**src/rtl/seg7_pkg.sv**
```systemverilog
// Shared 7-segment definitions used by both the digit encoder and the
// capture/decoder path.
//   SEG_0..SEG_9, SEG_BLANK : active-low segment codes, bit0 = a .. bit6 = g
//   seg_kind_e              : classification of a segment pattern
//   cap_state_e             : stability FSM states of seg7_capture
package seg7_pkg;

    localparam logic [6:0] SEG_0     = 7'b1000000;
    localparam logic [6:0] SEG_1     = 7'b1111001;
    localparam logic [6:0] SEG_2     = 7'b0100100;
    localparam logic [6:0] SEG_3     = 7'b0110000;
    localparam logic [6:0] SEG_4     = 7'b0011001;
    localparam logic [6:0] SEG_5     = 7'b0010010;
    localparam logic [6:0] SEG_6     = 7'b0000010;
    localparam logic [6:0] SEG_7     = 7'b1111000;
    localparam logic [6:0] SEG_8     = 7'b0000000;
    localparam logic [6:0] SEG_9     = 7'b0010000;
    localparam logic [6:0] SEG_BLANK = 7'b1111111;

    typedef enum logic [1:0] {
        DIGIT,
        BLANK,
        ILLEGAL
    } seg_kind_e;

    typedef enum logic {
        LOCKED,
        SETTLE
    } cap_state_e;

endpackage

```
**src/rtl/seg7_decode.sv**
```systemverilog
// Combinational 7-segment pattern decoder.
//   pattern : active-low segment pattern, bit0 = a .. bit6 = g
//   value   : decoded BCD digit (0 when kind is not DIGIT)
//   kind    : DIGIT, BLANK or ILLEGAL
module seg7_decode
    import seg7_pkg::*;
(
    input  logic [6:0] pattern,
    output logic [3:0] value,
    output seg_kind_e  kind
);

    always_comb begin
        value = 4'd0;
        kind  = DIGIT;
        case (pattern)
            SEG_0:     value = 4'd0;
            SEG_1:     value = 4'd1;
            SEG_2:     value = 4'd2;
            SEG_3:     value = 4'd3;
            SEG_4:     value = 4'd4;
            SEG_5:     value = 4'd5;
            SEG_6:     value = 4'd6;
            SEG_7:     value = 4'd7;
            SEG_8:     value = 4'd8;
            SEG_9:     value = 4'd9;
            SEG_BLANK: kind  = BLANK;
            default:   kind  = ILLEGAL;
        endcase
    end

endmodule

```
**src/rtl/seg7_capture.sv**
```systemverilog
// Receive side of a 7-segment link: synchronizes an external segment bus,
// waits for a pattern to be stable, then decodes and reports it.
//   clk, rst_n  : clock, asynchronous active-low reset
//   seg_in      : raw segment bus (asynchronous to clk), bit0 = a .. bit6 = g
//   digit       : last accepted digit 0..9
//   digit_valid : last accepted pattern was a digit
//   blank       : last accepted pattern was all segments off
//   new_digit   : 1-cycle pulse on an accepted digit that differs from the
//                 previous one (or follows a non-digit)
//   bad_pattern : 1-cycle pulse on an accepted illegal pattern
//   err_count   : saturating count of bad_pattern pulses
module seg7_capture
    import seg7_pkg::*;
#(
    parameter int unsigned STABLE_CYCLES = 16,
    parameter bit          ACTIVE_LOW    = 1'b1,
    parameter int unsigned ERR_W         = 8
) (
    input  logic             clk,
    input  logic             rst_n,
    input  logic [6:0]       seg_in,
    output logic [3:0]       digit,
    output logic             digit_valid,
    output logic             blank,
    output logic             new_digit,
    output logic             bad_pattern,
    output logic [ERR_W-1:0] err_count
);

    localparam int unsigned    CNT_W   = $clog2(STABLE_CYCLES + 1);
    localparam logic [CNT_W-1:0] CNT_MAX = CNT_W'(STABLE_CYCLES);
    // Reset the raw flops so that the post-inversion sample is the blank code,
    // whichever bus polarity is in use.
    localparam logic [6:0]     SYNC_RST = ACTIVE_LOW ? SEG_BLANK : ~SEG_BLANK;

    // ---------------------------------------------------------------
    // 2-flop synchronizer, nothing between the flops
    // ---------------------------------------------------------------
    logic [6:0] sync1, sync2, seg_s;

    always_ff @(posedge clk or negedge rst_n) begin
        if (!rst_n) begin
            sync1 <= SYNC_RST;
            sync2 <= SYNC_RST;
        end else begin
            sync1 <= seg_in;
            sync2 <= sync1;
        end
    end

    assign seg_s = ACTIVE_LOW ? sync2 : ~sync2;

    // ---------------------------------------------------------------
    // Stability FSM
    // ---------------------------------------------------------------
    cap_state_e       state, state_n;
    logic [6:0]       cand, cand_n;
    logic [CNT_W-1:0] cnt, cnt_n;
    logic             commit;

    always_ff @(posedge clk or negedge rst_n) begin
        if (!rst_n) begin
            state <= LOCKED;
            cand  <= SEG_BLANK;
            cnt   <= '0;
        end else begin
            state <= state_n;
            cand  <= cand_n;
            cnt   <= cnt_n;
        end
    end

    always_comb begin
        state_n = state;
        cand_n  = cand;
        cnt_n   = cnt;
        commit  = 1'b0;
        if (seg_s != cand) begin
            // Any change, locked or mid-settle, (re)starts the count.
            cand_n  = seg_s;
            cnt_n   = CNT_W'(1);
            state_n = SETTLE;
        end else if (state == SETTLE) begin
            if (cnt < CNT_MAX) begin
                cnt_n = cnt + CNT_W'(1);
            end else begin
                commit  = 1'b1;
                state_n = LOCKED;
            end
        end
    end

    // ---------------------------------------------------------------
    // Decode and output registers
    // ---------------------------------------------------------------
    logic [3:0] dec_value;
    seg_kind_e  dec_kind;

    // cand equals seg_s on the commit cycle, and is a flop output.
    seg7_decode u_decode (
        .pattern (cand),
        .value   (dec_value),
        .kind    (dec_kind)
    );

    always_ff @(posedge clk or negedge rst_n) begin
        if (!rst_n) begin
            digit       <= 4'd0;
            digit_valid <= 1'b0;
            blank       <= 1'b1;
            new_digit   <= 1'b0;
            bad_pattern <= 1'b0;
            err_count   <= '0;
        end else begin
            new_digit   <= 1'b0;
            bad_pattern <= 1'b0;
            if (commit) begin
                case (dec_kind)
                    DIGIT: begin
                        digit       <= dec_value;
                        digit_valid <= 1'b1;
                        blank       <= 1'b0;
                        new_digit   <= (dec_value != digit) || !digit_valid;
                    end
                    BLANK: begin
                        digit_valid <= 1'b0;
                        blank       <= 1'b1;
                    end
                    default: begin
                        digit_valid <= 1'b0;
                        blank       <= 1'b0;
                        bad_pattern <= 1'b1;
                        if (err_count != {ERR_W{1'b1}})
                            err_count <= err_count + ERR_W'(1);
                    end
                endcase
            end
        end
    end

endmodule

```
**config.mk**
```make
export PLATFORM = sky130hd
export DESIGN_NAME = seg7_capture
export DESIGN_NICKNAME = d
export VERILOG_FILES = /design/src/rtl/seg7_pkg.sv /design/src/rtl/seg7_decode.sv /design/src/rtl/seg7_capture.sv
export SDC_FILE = /design/constraint.sdc
export NUM_CORES = 1
export LEC_CHECK = 0
export BUFFER_PORTS_ARGS = -buffer_cell sky130_fd_sc_hd__buf_2
export CAP_MARGIN = 40
export CORE_MARGIN = 1
export CORE_UTILIZATION = 35
export DETAILED_ROUTE_END_ITERATION = 8
export GPL_TIMING_DRIVEN = 0
export PLACE_DENSITY = 0.54
export SLEW_MARGIN = 20
export SYNTH_ARGS = -nofsm -noshare
export SYNTH_HDL_FRONTEND = slang
export SYNTH_SLANG_ARGS = --single-unit
```
**constraint.sdc**
```tcl
create_clock -name clk -period 2.7 [get_ports clk]
set_input_delay 0.135 -clock clk [delete_from_list [all_inputs] [get_ports clk]]
set_output_delay 0.135 -clock clk [all_outputs]
set_load 0.02 [all_outputs]
```
== Yosys cells after proc, flatten, opt, wreduce, memory -nomap -nowiden ==
Cells that the tools add are included.

* Output and inout port bits: 16
* Register bits after elaboration: 43
* Logic and storage cells: 57

* Reductions and logical operators: 11
* Add/sub/neg operators: 2
* $lt $le $gt $ge: 1
* Equal/unequal tests: 14
* Bitwise gates (word level): 1
* Mux-type cells: 17

{| class="wikitable"
|+ Operator list
! operator !! count
|-
| $pmux W4 S9 || 1
|-
| $eq A7 B7 Y1 const B || 4
|-
| $eq A7 B5 Y1 const B || 3
|-
| $mux W5 || 3
|-
| $eq A7 B6 Y1 const B || 2
|-
| $mux W1 || 12
|-
| $reduce_or A10 Y1 || 1
|-
| $add A8 B1 Y8 const B || 1
|-
| $ne A8 B8 Y1 const B || 1
|-
| $eq A7 B2 Y1 const B || 1
|-
| $logic_not A7 Y1 || 1
|-
| $ne A7 B7 Y1 || 1
|-
| $add A5 B1 Y5 const B || 1
|-
| $lt A5 B5 Y1 const B || 1
|-
| $ne A4 B4 Y1 || 1
|-
| $pmux W2 S2 || 1
|-
| $reduce_and A2 Y1 || 2
|-
| $reduce_bool A2 Y1 || 2
|-
| $reduce_and A3 Y1 || 1
|-
| $eq A2 B1 Y1 const B || 1
|-
| $logic_not A2 Y1 || 1
|-
| $reduce_or A2 Y1 || 1
|-
| $logic_not A1 Y1 || 1
|-
| $logic_or A1 B1 Y1 || 1
|-
| $not A1 Y1 || 1
|}

== Depth between registers and ports, before layout ==
* Word-level depth: 7
* Depth in mapped cells: 7

== Hierarchy ==
Synthesis repeated with hierarchy kept, for this count alone.

* Cell total of the unflattened synthesis: 155
* Area total of the unflattened synthesis: 1909.3 um2

{| class="wikitable"
|+ By module, submodules not included
! module !! sequential area each (um2) !! area each (um2) !! cells an instance !! times used
|-
| seg7_capture || 1103.6 || 1680.4 || 121 || 1
|-
| seg7_decode || 0.0 || 229.0 || 34 || 1
|}

== Worst setup path after synthesis ==
No wires, ideal clock.

* Kind: register to register
* Start point: reg cand[4]
* End point: reg digit[0]
* Arrival time: 1.992 ns
* Cell stages (with the launch flop): 7
* Path slack: 0.583 ns
* Library setup time: 0.125 ns
* Path buffers: 1
* Cell sequence: dfstp_2 buf_4 nor2b_2 o2111ai_1 and2_1 a2111oi_4 mux2_2

* Longest elaborated chain between the ends: 5
* Elaborated cells between the ends (all ways): 18
* Classes of those cells: eq/ne: 11; mux: 3; reduce/logical: 4

{| class="wikitable"
|+ Ends and longest elaborated chain
! element !! line !! source
|-
| from (decl) || seg7_capture.sv:57 || <nowiki>logic [6:0] cand, cand_n;</nowiki>
|-
| from (signal assigned) || seg7_capture.sv:68 || <nowiki>cand <= cand_n;</nowiki>
|-
| $eq A7 B7 Y1, or another cell as far along || seg7_decode.sv:16 || <nowiki>case (pattern)</nowiki>
|-
| $reduce_or A10 Y1 (no source line) || - ||
|-
| $pmux W2 S2 || seg7_decode.sv:16 ||
|-
| $logic_not A2 Y1 || seg7_capture.sv:118 || <nowiki>case (dec_kind)</nowiki>
|-
| $reduce_and A2 Y1 (no source line) || - ||
|-
| to (signal assigned) || seg7_capture.sv:120 || <nowiki>digit <= dec_value;</nowiki>
|-
| to (decl) || seg7_capture.sv:22 || <nowiki>output logic [3:0] digit,</nowiki>
|}

Several ways; a longest one is shown, not always the timed one.
A chain may end at the register's enable or synchronous reset.

== Final worst setup path ==
* Start point: reg cand[1]
* End point: reg digit[1]

The elaborated chain is that of the path after synthesis.

==> flow_summary.json <==
{
  "place_ws_ns": 0.308,
  "wirelength_mm": 3.57,
  "status": "finished clean",
  "antenna_found_initial": 0,
  "vias_per_cell": 4.77,
  "grt_pass1_vias": 1307,
  "seqPwrFrac_pct": 58.4,
  "drtAntennaViolNets": 0,
  "io_pins": 25,
  "post_synth.cell_area_avg_um2": 11.9,
  "synthToLayoutAreaGrowth_pct": 20.2,
  "clockBufferDepth": 2,
  "fin_crit_sh_pct": 88.4,
  "netlist_area_um2": 1990,
  "switching_power_mw": 0.273,
  "synth.area.top_cells": "dfstp_2 (29%), dfrtp_1 (26%), xor2_1 (6.6%)",
  "ys_ff_latch": 43,
  "arrival_ns": 2.56,
  "syn-num-nets": 178,
  "grt_max_degree": 26,
  "fp.coreArea_um2": 5470,
  "numCtsBuffers": 5,
  "yosys.area.top_type": "dfstp_2",
  "required_ns": 2.88,
  "grt-ovfl-total": 0,
  "maxCapViolations": 0,
  "fin_skew_ns": 0.00688,
  "synthCells": 167,
  "power_leakage_nw": 1.07,
  "drc_errors": 0,
  "yosys_warnings": 0,
  "wl_met3_um": 118,
  "cp_cell_sequence": "clkbuf_1 > xor2_1 > nor4_4 > nand2_4 > a2111oi_4 > mux2_2",
  "drt_iter0_markers": 88,
  "ys.flop_type": "dfstp_2",
  "yosys.area.top_type_share_pct": 29.1,
  "endpoint_kind": "flip-flop",
  "crit_start": "cand[1]$_DFFE_PN1N_",
  "htreeDepth": 2,
  "num_rows": 27,
  "critPathTopFamily": "flip-flops",
  "hold_class": "input port to async pin",
  "drt-met1-wl_mm": 1.83,
  "cp-start-kind": "flip-flop",
  "clkLatencyLatePin_ns": 0.29,
  "worst_path_largest_cell_delay_ns": 0.52,
  "relSlewSlack_pct": 54.8,
  "ctsResizeCount": 0,
  "setup_violations": 0,
  "clkSlewWorstSetupHoldPaths_ns": 0.08,
  "ir_drop_uv": 199,
  "highest_layer": "met4",
  "yosysMostFrequentCell": "dfstp_2",
  "gp_congestion": 0.808,
  "cp_slowest_cell": "dfstp_2",
  "diodes": 0,
  "internal_power_mw": 0.893,
  "fmax_ghz": 0.419,
  "drive_above_1_share_pct": 35.1,
  "grt_usage_pct": 13.3,
  "fp.dieH_um": 77.3,
  "synth_seq_area_share_pct": 55.5,
  "setup_ws_ns": 0.312,
  "fin_nets": 218,
  "start_util_pct": 36.3,
  "p_clk_share_pct": 33.9,
  "cts_sinks": 43,
  "root_buffer": "clkbuf_8",
  "cts_tree": "built",
  "rsz0062_at_grt": "false",
  "synth_top_cells_by_count": "dfstp_2 (22), dfrtp_1 (21), xor2_1 (15)",
  "combPwrFrac_pct": 7.8,
  "whs_ns": 0.338,
  "first_pass_iters": 4,
  "final_area_um2": 2390,
  "worstReg2RegStart": "cand[1]$_DFFE_PN1N_",
  "ys_types": 46,
  "p_total_mw": 1.17,
  "switching_share_pct": 23.4,
  "crit_type": "flip-flop to flip-flop",
  "met2WireLength_mm": 1.57,
  "portBuffers": 24,
  "setup_tns_ns": 0,
  "grt_pass1_wl_mm": 6.28,
  "postPlaceCellArea_um2": 2220,
  "async_flop_share_pct": 100,
  "worst_pin_slew_ns": 0.676,
  "power_density_nw_per_um2": 488,
  "synth-edff-count": 0,
  "die_area_um2": 5980,
  "detail_route.wl_per_cell_um": 12.7,
  "cp_num_buf_inv": 1,
  "dp_hpwl_mm": 2.49,
  "die_width_um": 77.3,
  "num_vias": 1336,
  "finalHoldViolations": 0,
  "fin_crit_ns": 2.39,
  "timing.final.max_slew_violations": 0,
  "cp_max_fo": 8
}
==> area by class of cell <==
type	instances	area, um^2
inverter	3	11.3
sequential	43	1100
multi-input combinational	107	795
clock inverter	2	11.3
timing repair buffer	33	228
tap	72	90.1
buffer	14	77.6
clock buffer	6	72.6
fill	554	3080
==> logic make-up after synthesis <==
kind of cell | synth area share [%]
AO/OA/AOI/OAI | 7.56
XOR/XNOR | 9.26
adder cells (fa/ha/maj) | 1.26
buffers and inverters | 4.47
flip-flops | 55.5
multiplexers | 3.46
AND/OR/NAND/NOR | 18.5
==> through the flow <==
stage | cells | util, %
4_1_cts | 280 | 43.6
3_5_place_dp | 264 | 40.6
6_report | 280 | 43.6
3_3_place_gp | 263 | 40.1
5_1_grt | 280 | 43.6
2_1_floorplan | 167 | -
==> path summary, 6_finish.rpt <==
check	endpoint	slack [ns]	cells after the start
worst max-delay path	digit[1]$_DFFE_PN0P_	0.31	6
worst min-delay path	digit[3]$_DFFE_PN0P_	0.34	2
worst max register to register	digit[1]$_DFFE_PN0P_	0.31	6
worst min register to register	seg_s[4]$_DFF_PN1_	0.35	0
max in group asynchronous	sync1[5]$_DFF_PN1_	1.79	3
min in group clk	seg_s[4]$_DFF_PN1_	0.35	0
==> worst reg2reg max path, cell delays in order, from the launching register on <==
cell and delay, ns:
dfstp_2 0.52, clkbuf_1 0.28, xor2_1 0.16, nor4_4 0.32, nand2_4 0.14, a2111oi_4 0.47
mux2_2 0.39
==> layer usage <==
metal / up-vias / GRT usage (%)
met2: 25 / 19.2
met1: 647 / 19.4
met5: - / 0
li1: 658 / -
met3: 6 / 3.29
met4: 0 / 4.53
==> flip-flops by register name, summed over array words and instances (netlist names) <==
signal	count
bad_pattern	1
blank	1
cand	7
cnt	5
digit	4
digit_valid	1
err_count	8
new_digit	1
seg_s	7
state	1
sync1	7
==> power groups by stage <==
stage	combinational (mW)	sequential, mW	clock [mW]
2_1_floorplan	0.0506	0.690	0
3_3_place_gp	0.0771	0.692	0
3_5_place_dp	0.0827	0.692	0
4_1_cts	0.0918	0.681	0.416
5_1_grt	0.101	0.684	0.447
6_report	0.0904	0.680	0.395
==> cell usage in the layout (no fill, tap or decap), types with 2 or more instances in the layout <==
master | synthesis | final
o21ai_0 | 5 | 5
buf_4 | 2 | 2
dlygate4sd3_1 | 0 | 8
nor4b_1 | 2 | 2
nand2_1 | 10 | 10
dfrtp_1 | 21 | 21
nor4_1 | 5 | 5
mux2_2 | 3 | 3
xor2_1 | 15 | 15
nand2b_1 | 3 | 3
a21oi_1 | 2 | 2
o211ai_1 | 2 | 2
clkbuf_8 | 0 | 5
clkbuf_1 | 8 | 9
nor2_1 | 7 | 7
nand3_1 | 13 | 13
mux2i_1 | 2 | 2
xnor2_1 | 6 | 6
inv_1 | 3 | 3
nand4_1 | 2 | 2
and3b_1 | 2 | 2
nor3_1 | 2 | 2
and3_1 | 3 | 3
buf_2 | 2 | 26
buf_6 | 2 | 2
ha_1 | 2 | 2
dfstp_2 | 22 | 22
==> what timing repair did <==
action	in CTS	in global routing
endpoints found under the hold margin	24	0
setup buffers	0	0
hold buffers	8	0
(Power assumes the default switching activity.)
